`config.mk`:
```
export PLATFORM = sky130hd
export DESIGN_NAME = muldiv_ctrl_flat
export DESIGN_NICKNAME = d
export VERILOG_FILES = /design/src/rtl/muldiv_ctrl_if.sv /design/src/rtl/muldiv_ctrl.sv /design/src/flat_wrapper.sv
export SDC_FILE = /design/constraint.sdc
export NUM_CORES = 1
export LEC_CHECK = 0
export CORE_UTILIZATION = 47
export CTS_CLUSTER_SIZE = 20
export DETAILED_ROUTE_END_ITERATION = 10
export PLACE_DENSITY_LB_ADDON = 0.08
export SLEW_MARGIN = 20
export SYNTH_ARGS = -nofsm -noshare
export SYNTH_HDL_FRONTEND = slang
export SYNTH_SLANG_ARGS = --single-unit
```
`constraint.sdc`:
```
create_clock -name clk -period 3 [get_ports clk]
set_clock_uncertainty 0.15 [all_clocks]
set_input_delay 0.45 -clock clk [delete_from_list [all_inputs] [get_ports clk]]
set_output_delay 0.45 -clock clk [all_outputs]
set_load 0.01 [all_outputs]
```
`src/rtl/muldiv_ctrl_if.sv`:
```
// CPU-side request/response bundle for muldiv_ctrl.
// Optional macro MULDIV_TIMEOUT_EN adds the timeout pulse.
interface muldiv_ctrl_if #(
    parameter int unsigned W = 32
) ();
    logic         start;
    logic         op;
    logic [W-1:0] x;
    logic [W-1:0] y;
    logic [W-1:0] hi;
    logic [W-1:0] lo;
    logic         busy;
    logic         done;
    logic         div0;
`ifdef MULDIV_TIMEOUT_EN
    logic         timeout;

    // Control unit side
    modport master (output start, op, x, y,
                    input  hi, lo, busy, done, div0, timeout);
    // Sequencer side
    modport slave  (input  start, op, x, y,
                    output hi, lo, busy, done, div0, timeout);
`else
    // Control unit side
    modport master (output start, op, x, y,
                    input  hi, lo, busy, done, div0);
    // Sequencer side
    modport slave  (input  start, op, x, y,
                    output hi, lo, busy, done, div0);
`endif
endinterface

```
`src/rtl/muldiv_ctrl.sv`:
```
// MULT/DIV sequencer: latches one request, launches the Booth multiplier or
// the restoring divider, waits for its fim, then commits HI/LO.
// Optional macro MULDIV_TIMEOUT_EN enables a WAIT-state watchdog that aborts
// after TIMEOUT cycles without fim and pulses cpu.timeout.
module muldiv_ctrl #(
    parameter int unsigned W       = 32,
    parameter int unsigned TIMEOUT = 40,
    parameter int unsigned CNT_W   = 6
) (
    input  logic          clk,
    input  logic          reset,
    muldiv_ctrl_if.slave  cpu,
    output logic          mult_start,
    output logic          div_start,
    output logic [W-1:0]  unit_x,
    output logic [W-1:0]  unit_y,
    input  logic [W-1:0]  mult_hi,
    input  logic [W-1:0]  mult_lo,
    input  logic          mult_fim,
    input  logic [W-1:0]  div_hi,
    input  logic [W-1:0]  div_lo,
    input  logic          div_fim
);

    // Watchdog counter must be able to hold TIMEOUT
    if ((64'd1 << CNT_W) <= 64'(TIMEOUT)) begin : g_cnt_w_check
        $error("muldiv_ctrl: CNT_W too small for TIMEOUT");
    end

    typedef enum logic [2:0] {
        S_IDLE,
        S_LAUNCH,
        S_WAIT,
        S_WRITE,
        S_REJECT
    } state_t;

    state_t       state;
    logic         op_q;
    logic [W-1:0] hi_q;
    logic [W-1:0] lo_q;
    logic [W-1:0] hi_stg;
    logic [W-1:0] lo_stg;
    logic         busy_q;
    logic         done_q;
    logic         div0_q;
    logic         sel_fim;
`ifdef MULDIV_TIMEOUT_EN
    logic [CNT_W-1:0] wd_cnt;
    logic             timeout_q;

    assign cpu.timeout = timeout_q;
`endif

    assign cpu.hi   = hi_q;
    assign cpu.lo   = lo_q;
    assign cpu.busy = busy_q;
    assign cpu.done = done_q;
    assign cpu.div0 = div0_q;

    // Only the launched unit's completion flag is observed
    assign sel_fim = op_q ? div_fim : mult_fim;

    // Sequencer FSM; every output is registered and set on the transition
    // into the state in which it is visible
    always_ff @(posedge clk) begin
        if (!reset) begin
            state      <= S_IDLE;
            op_q       <= 1'b0;
            unit_x     <= '0;
            unit_y     <= '0;
            hi_q       <= '0;
            lo_q       <= '0;
            hi_stg     <= '0;
            lo_stg     <= '0;
            mult_start <= 1'b0;
            div_start  <= 1'b0;
            busy_q     <= 1'b0;
            done_q     <= 1'b0;
            div0_q     <= 1'b0;
`ifdef MULDIV_TIMEOUT_EN
            wd_cnt     <= '0;
            timeout_q  <= 1'b0;
`endif
        end else begin
            mult_start <= 1'b0;
            div_start  <= 1'b0;
            done_q     <= 1'b0;
            div0_q     <= 1'b0;
`ifdef MULDIV_TIMEOUT_EN
            timeout_q  <= 1'b0;
`endif
            case (state)
                S_IDLE: begin
                    if (cpu.start) begin
                        op_q   <= cpu.op;
                        unit_x <= cpu.x;
                        unit_y <= cpu.y;
                        busy_q <= 1'b1;
                        if (cpu.op && (cpu.y == '0)) begin
                            state  <= S_REJECT;
                            done_q <= 1'b1;
                            div0_q <= 1'b1;
                        end else begin
                            state      <= S_LAUNCH;
                            mult_start <= ~cpu.op;
                            div_start  <= cpu.op;
                        end
                    end
                end
                S_LAUNCH: begin
                    state <= S_WAIT;
`ifdef MULDIV_TIMEOUT_EN
                    wd_cnt <= '0;
`endif
                end
                S_WAIT: begin
                    if (sel_fim) begin
                        hi_stg <= op_q ? div_hi : mult_hi;
                        lo_stg <= op_q ? div_lo : mult_lo;
                        state  <= S_WRITE;
                        done_q <= 1'b1;
                    end
`ifdef MULDIV_TIMEOUT_EN
                    else if (wd_cnt == CNT_W'(TIMEOUT - 1)) begin
                        // Abort reuses the reject path with div0 low
                        state     <= S_REJECT;
                        done_q    <= 1'b1;
                        timeout_q <= 1'b1;
                    end else begin
                        wd_cnt <= wd_cnt + CNT_W'(1);
                    end
`endif
                end
                S_WRITE: begin
                    hi_q   <= hi_stg;
                    lo_q   <= lo_stg;
                    busy_q <= 1'b0;
                    state  <= S_IDLE;
                end
                S_REJECT: begin
                    busy_q <= 1'b0;
                    state  <= S_IDLE;
                end
                default: begin
                    busy_q <= 1'b0;
                    state  <= S_IDLE;
                end
            endcase
        end
    end

endmodule

```
`src/flat_wrapper.sv`:
```
// flat-port wrapper written by rule: the top's interface ports become plain ports
module muldiv_ctrl_flat 
#(
    parameter int unsigned W       = 32,
    parameter int unsigned TIMEOUT = 40,
    parameter int unsigned CNT_W   = 6
)
  (clk, reset, mult_start, div_start, unit_x, unit_y, mult_hi, mult_lo, mult_fim, div_hi, div_lo, div_fim, cpu_start, cpu_op, cpu_x, cpu_y, cpu_hi, cpu_lo, cpu_busy, cpu_done, cpu_div0);
  muldiv_ctrl_if #(.W(W)) cpu_i ();
  input  logic clk;
  input  logic reset;
  output logic mult_start;
  output logic div_start;
  output logic [W-1:0] unit_x;
  output logic [W-1:0] unit_y;
  input  logic [W-1:0] mult_hi;
  input  logic [W-1:0] mult_lo;
  input  logic mult_fim;
  input  logic [W-1:0] div_hi;
  input  logic [W-1:0] div_lo;
  input  logic div_fim;
  input wire logic [$bits(cpu_i.start)-1:0] cpu_start;
  input wire logic [$bits(cpu_i.op)-1:0] cpu_op;
  input wire logic [$bits(cpu_i.x)-1:0] cpu_x;
  input wire logic [$bits(cpu_i.y)-1:0] cpu_y;
  output wire logic [$bits(cpu_i.hi)-1:0] cpu_hi;
  output wire logic [$bits(cpu_i.lo)-1:0] cpu_lo;
  output wire logic [$bits(cpu_i.busy)-1:0] cpu_busy;
  output wire logic [$bits(cpu_i.done)-1:0] cpu_done;
  output wire logic [$bits(cpu_i.div0)-1:0] cpu_div0;
  assign cpu_i.start = cpu_start;
  assign cpu_i.op = cpu_op;
  assign cpu_i.x = cpu_x;
  assign cpu_i.y = cpu_y;
  assign cpu_hi = cpu_i.hi;
  assign cpu_lo = cpu_i.lo;
  assign cpu_busy = cpu_i.busy;
  assign cpu_done = cpu_i.done;
  assign cpu_div0 = cpu_i.div0;
  muldiv_ctrl #(.W(W), .TIMEOUT(TIMEOUT), .CNT_W(CNT_W)) u_core (.clk(clk), .reset(reset), .cpu(cpu_i), .mult_start(mult_start), .div_start(div_start), .unit_x(unit_x), .unit_y(unit_y), .mult_hi(mult_hi), .mult_lo(mult_lo), .mult_fim(mult_fim), .div_hi(div_hi), .div_lo(div_lo), .div_fim(div_fim));
endmodule
```
* Yosys cells after proc, flatten, opt, wreduce, memory -nomap -nowiden
Index checks and enable logic that the tools add are counted.
** Operators by class
- Equal/unequal tests :: 5
- Muxes and demuxes :: 13
- Bitwise logic cells :: 5
- Reductions and logical operators :: 10
** Operators by type and width (number)
- $mux W32 :: 2
- $logic_not A32 Y1 :: 1
- $reduce_and A2 Y1 :: 5
- $mux W3 :: 3
- $pmux W3 S3 :: 1
- $eq A3 B2 Y1 const B :: 2
- $mux W1 :: 5
- $not A1 Y1 :: 5
- $pmux W1 S2 :: 2
- $reduce_or A4 Y1 :: 1
- $eq A3 B1 Y1 const B :: 1
- $logic_not A3 Y1 :: 1
- $ne A2 B1 Y1 const B :: 1
- $ne A2 B2 Y1 const B :: 1
- $reduce_or A2 Y1 :: 1
- $logic_and A1 B1 Y1 :: 1
** Storage, ports and cells
- Flip-flop bits (word level) :: 201
- Bits of input ports :: 198
- Output and inout port bits :: 133
- Logic and storage cells :: 46

* Logic depth before layout (Yosys ltp)
- Depth after elaboration :: 5
- Gate-level depth with buffers :: 6
- Mapped depth without buffers :: 4

* Worst setup path before layout
Ideal clock, no wire load.
- Path type :: input port to flip-flop
- Start :: in mult_fim
- End :: reg u_core.lo_stg[12]
- Setup time :: 0.116 ns
- Arrival time :: 1.373 ns
- Required time :: 2.734 ns
- Slack :: 1.361 ns
- Stages :: 5
- Path buffers :: 2
- Cells stage by stage :: mux2_4 > and3_4 > buf_2 > buf_6 > o211a_1
** Between the ends
- Longest elaborated chain between the ends :: 2
** Ends and longest elaborated chain
- from (decl) :: line flat_wrapper.sv:18 : input logic mult_fim;
- $mux W1 :: line muldiv_ctrl.sv:62 : assign sel_fim = op_q ? div_fim : mult_fim;
- $reduce_and A2 Y1 (no source line)
- to (signal assigned) :: line muldiv_ctrl.sv:120 : lo_stg <= op_q ? div_lo : mult_lo;
- to (decl) :: line muldiv_ctrl.sv:43 : logic [W-1:0] lo_stg;
No other way between the ends.
A chain may end at the register's enable or synchronous reset.

* Worst setup path after layout
- Start :: reg u_core.busy_q, in the netlist u_core.cpu.busy
- End :: out cpu_busy
** RTL lines
- from (decl) :: line muldiv_ctrl.sv:44 : logic busy_q;
- from (signal assigned) :: line muldiv_ctrl.sv:78 : busy_q <= 1'b0;
- from (signal assigned) :: line muldiv_ctrl.sv:99 : busy_q <= 1'b1;
- from (signal assigned) :: line muldiv_ctrl.sv:138 : busy_q <= 1'b0;
- to (decl) :: line flat_wrapper.sv:28 : output wire logic [$bits(cpu_i.busy)-1:0] cpu_busy;
No word-level cell between the ends.

==> results by group <==
Yosys
  • Post-synthesis compound-gate area fraction: 20.1%
  • Synth area leaders: dfxtp_1 49%, nand2_1 15%, a21boi_1 12%, mux2i_1 7.9%, o211a_1 7.9%
  • Post-synth EDFFs: 0
  • Post-synth top flop: dfxtp_1
  • Mapped Avg Cell Area: 9.15 um^2
  • Most frequent cell after synthesis: nand2_1
  • Yosys cell types: 29
  • Sequential share of the synthesized area: 49.5%
  • Synth warn: 0
  • Synth top cells by count: 325 x nand2_1, 201 x dfxtp_1, 129 x a21boi_1, 64 x mux2i_1, 64 x o211a_1
  • Seq cells post-synth: 201
  • Synth Cell Area: 0.00813 mm^2
  • Cell taking the most area after synthesis: dfxtp_1
  • Xor and xnor area share after synthesis: 0.108%
  • Post-synthesis mux area share: 8.06%
  • Post-synthesis async set-or-reset flop share: 0%
  • Top cell type's share of synthesized area: 49.5%
  • Largest family of logic cells by synthesized area: compound AO/OA/AOI/OAI gates
  • Post-Synth Adder-Cell Area: 0%
  • Synth Instances: 889
  • Mapped Nets: 1087
  • Synth Area in Simple Gates: 17.2%

Run status
  • Status: finished clean

Critical path
  • Worst endpoint data arrival time: 1430 ps
  • Worst reg2reg endpoint: u_core.hi_stg[1]
  • CP cell instances: clkdlybuf4s50_1
  • RR Startpoint: u_core.state[2]
  • Worst Setup End Kind: output port
  • CP startpoint kind: register
  • Path depth of the worst reg2reg path: 5
  • Worst setup path class: reg -> out
  • Largest delay share family, worst path: buffers and inverters
  • CP Buf/Inv Count: 1
  • Critical path peak fanout: 2
  • Req. time, crit path: 2400 ps
  • Worst path slowest cell: clkdlybuf4s50_1
  • R2R Setup Slk: 1010 ps
  • Max incr delay on CP: 620 ps

Power
  • Leakage power: 0.00507 uW
  • Switching power: 1510 uW
  • Sw frac: 23.9%
  • Internal: 4810 uW
  • Clk network pwr share: 38.6%
  • Max IR drop VDD: 0.000467 V
  • Register share of total power: 45.7%
  • P per Cell Area: 519 mW/mm^2
  • Logic pwr share: 15.7%

Clocking
  • CTS Buf Count: 21
  • Clk slew on worst S/H paths: 60 ps
  • Maximum root-to-sink buffer count: 3
  • Root buffer cell: clkbuf_16
  • Worst-Skew Late Latency: 480 ps
  • Post_cts resized: 0
  • Hold buffers post-CTS: 0
  • Post-CTS Setup Inserts: 0
  • CTS tree: yes
  • Htree depth: 1
  • Clock net sink count: 201

STA
  • Final setup vio count: 0
  • Tcrit/Tclk final: 67.8%
  • Achievable Freq: 0.492 GHz
  • Slew HR: 54.7%
  • Slew Limit Fails: 0
  • Slew @ Worst Pin: 680 ps
  • Final Hold Vio Count: 0
  • RSZ-0062 raised after global routing: false
  • Final min period: 2030 ps
  • Sum Neg Setup Slack: 0 ps

Worst hold path
  • Hold path start: u_core.hi_stg[11]
  • Hold/Removal Path Class: reg -> reg
  • WHS Endpoint: u_core.cpu.hi[11]
  • Worst hold stages: 2

Route
  • Iter 0 DRT Violations: 337
  • Via count: 7182
  • Drt drc: 0
  • WL/cell: 15.6 um
  • Via-per-instance ratio: 5.06
  • Final wirelength: 22200 um
  • 1st-pass router iterations: 5
  • DRT antenna net count: 0

Placed design
  • Routability cong.: 0.800
  • Port-buffer cells: 330
  • HPWL after detailed placement: 15500 um

Global routing
  • Largest net degree at the start of global routing: 73
  • Tot GR Track Use: 24.3%
  • First-pass GRT wire length: 35100 um
  • GR Overflow Total: 0
  • Vias in the first global route: 6947
  • Initial antenna violation count: 0

Layout
  • Filler cell count: 1336
  • Fin nets: 1385
  • Fraction of layout cells with a size suffix above 1: 4.42%
  • Antenna cells: 0
  • Layout Utilization: 72.6%
  • Area grow syn2layout: 49.7%

Floorplan
  • Initial Util: 48.5%
  • Die Width: 134 um
  • Die outline height: 134 um
  • Full die area: 0.0178 mm^2
  • Row count: 47
  • Core area: 0.0168 mm^2
  • IO Count: 331

Flow run
  • MaxCap Viol Count: 0
state kept, by name (all words and copies together) (netlist names), 3 cells and up:
name / flops
u_core.unit_y: 32
u_core.cpu.lo: 32
u_core.cpu.hi: 32
u_core.state: 3
u_core.hi_stg: 32
u_core.lo_stg: 32
u_core.unit_x: 32
power by group through the flow:
stage	Sequential [uW]	Clock [uW]	Combinational (uW)
CTS	2890	2490	1000
global placement	2940	0	988
global route	2900	2600	1080
floorplan	2970	0	447
finish	2890	2430	992
detailed placement	2940	0	996
final cells by class:
| type | instances | area (um^2) | area share (%) |
|---|---|---|---|
| flip-flops and latches | 201 | 4030 | 33.1 |
| multi-input cells | 617 | 3720 | 30.6 |
| repair buffers | 345 | 3500 | 28.8 |
| clock buffers | 32 | 627 | 5.15 |
| well taps | 220 | 275 | 2.26 |
| clock inverters | 3 | 18.8 | 0.154 |
| inverters | 1 | 3.75 | 0.0308 |
kinds of logic after synthesis:
family / after synthesis
AOI/OAI and AO/OA: 197
and+or+nand+nor: 354
xor gates and xnor gates: 1
muxes: 65
DFF: 201
buffers and inverters: 71
worst max path at each step:
stage	start	to	slack (ps)	cells after the start
finish	u_core.cpu.busy	cpu_busy	970	1
global route	u_core.state[2]	u_core.hi_stg[27]	870	5
CTS	u_core.cpu.busy	cpu_busy	940	1
detailed placement	div_fim	u_core.hi_stg[24]	700	6
global placement	div_fim	u_core.hi_stg[20]	720	6
floorplan	mult_fim	u_core.lo_stg[12]	1360	5
routing by layer:
layer | global-route usage [%] | up-vias | share of wire, %
met1 | 28.8 | 3307 | 40
met3 | 7.19 | 39 | 9.1
met5 | 0 | - | 0
met4 | 7.26 | 0 | 2.4
li1 | - | 3593 | -
met2 | 42.4 | 243 | 48
per-stage QoR:
stage	power [uW]	cells	worst slack (ps)	hold slack [ps]	area, um^2
CTS	6380	1419	941	302	12200
global placement	3930	1384	723	288	11500
floorplan	3420	889	1360	281	8130
global route	6580	1419	867	314	12200
finish	6310	1419	966	297	12200
detailed placement	3940	1384	698	293	11500
placed cells by master (no fill, tap or decap), types with 7 or more instances in the layout:
master and n:
mux2i_1 64, buf_12 7, o211a_1 64, buf_4 9, clkdlybuf4s50_1 329, a21boi_1 129, nand2_1 325, clkbuf_16 21
nor4_1 7, dfxtp_1 200
Power figures use the tool's default switching activity.
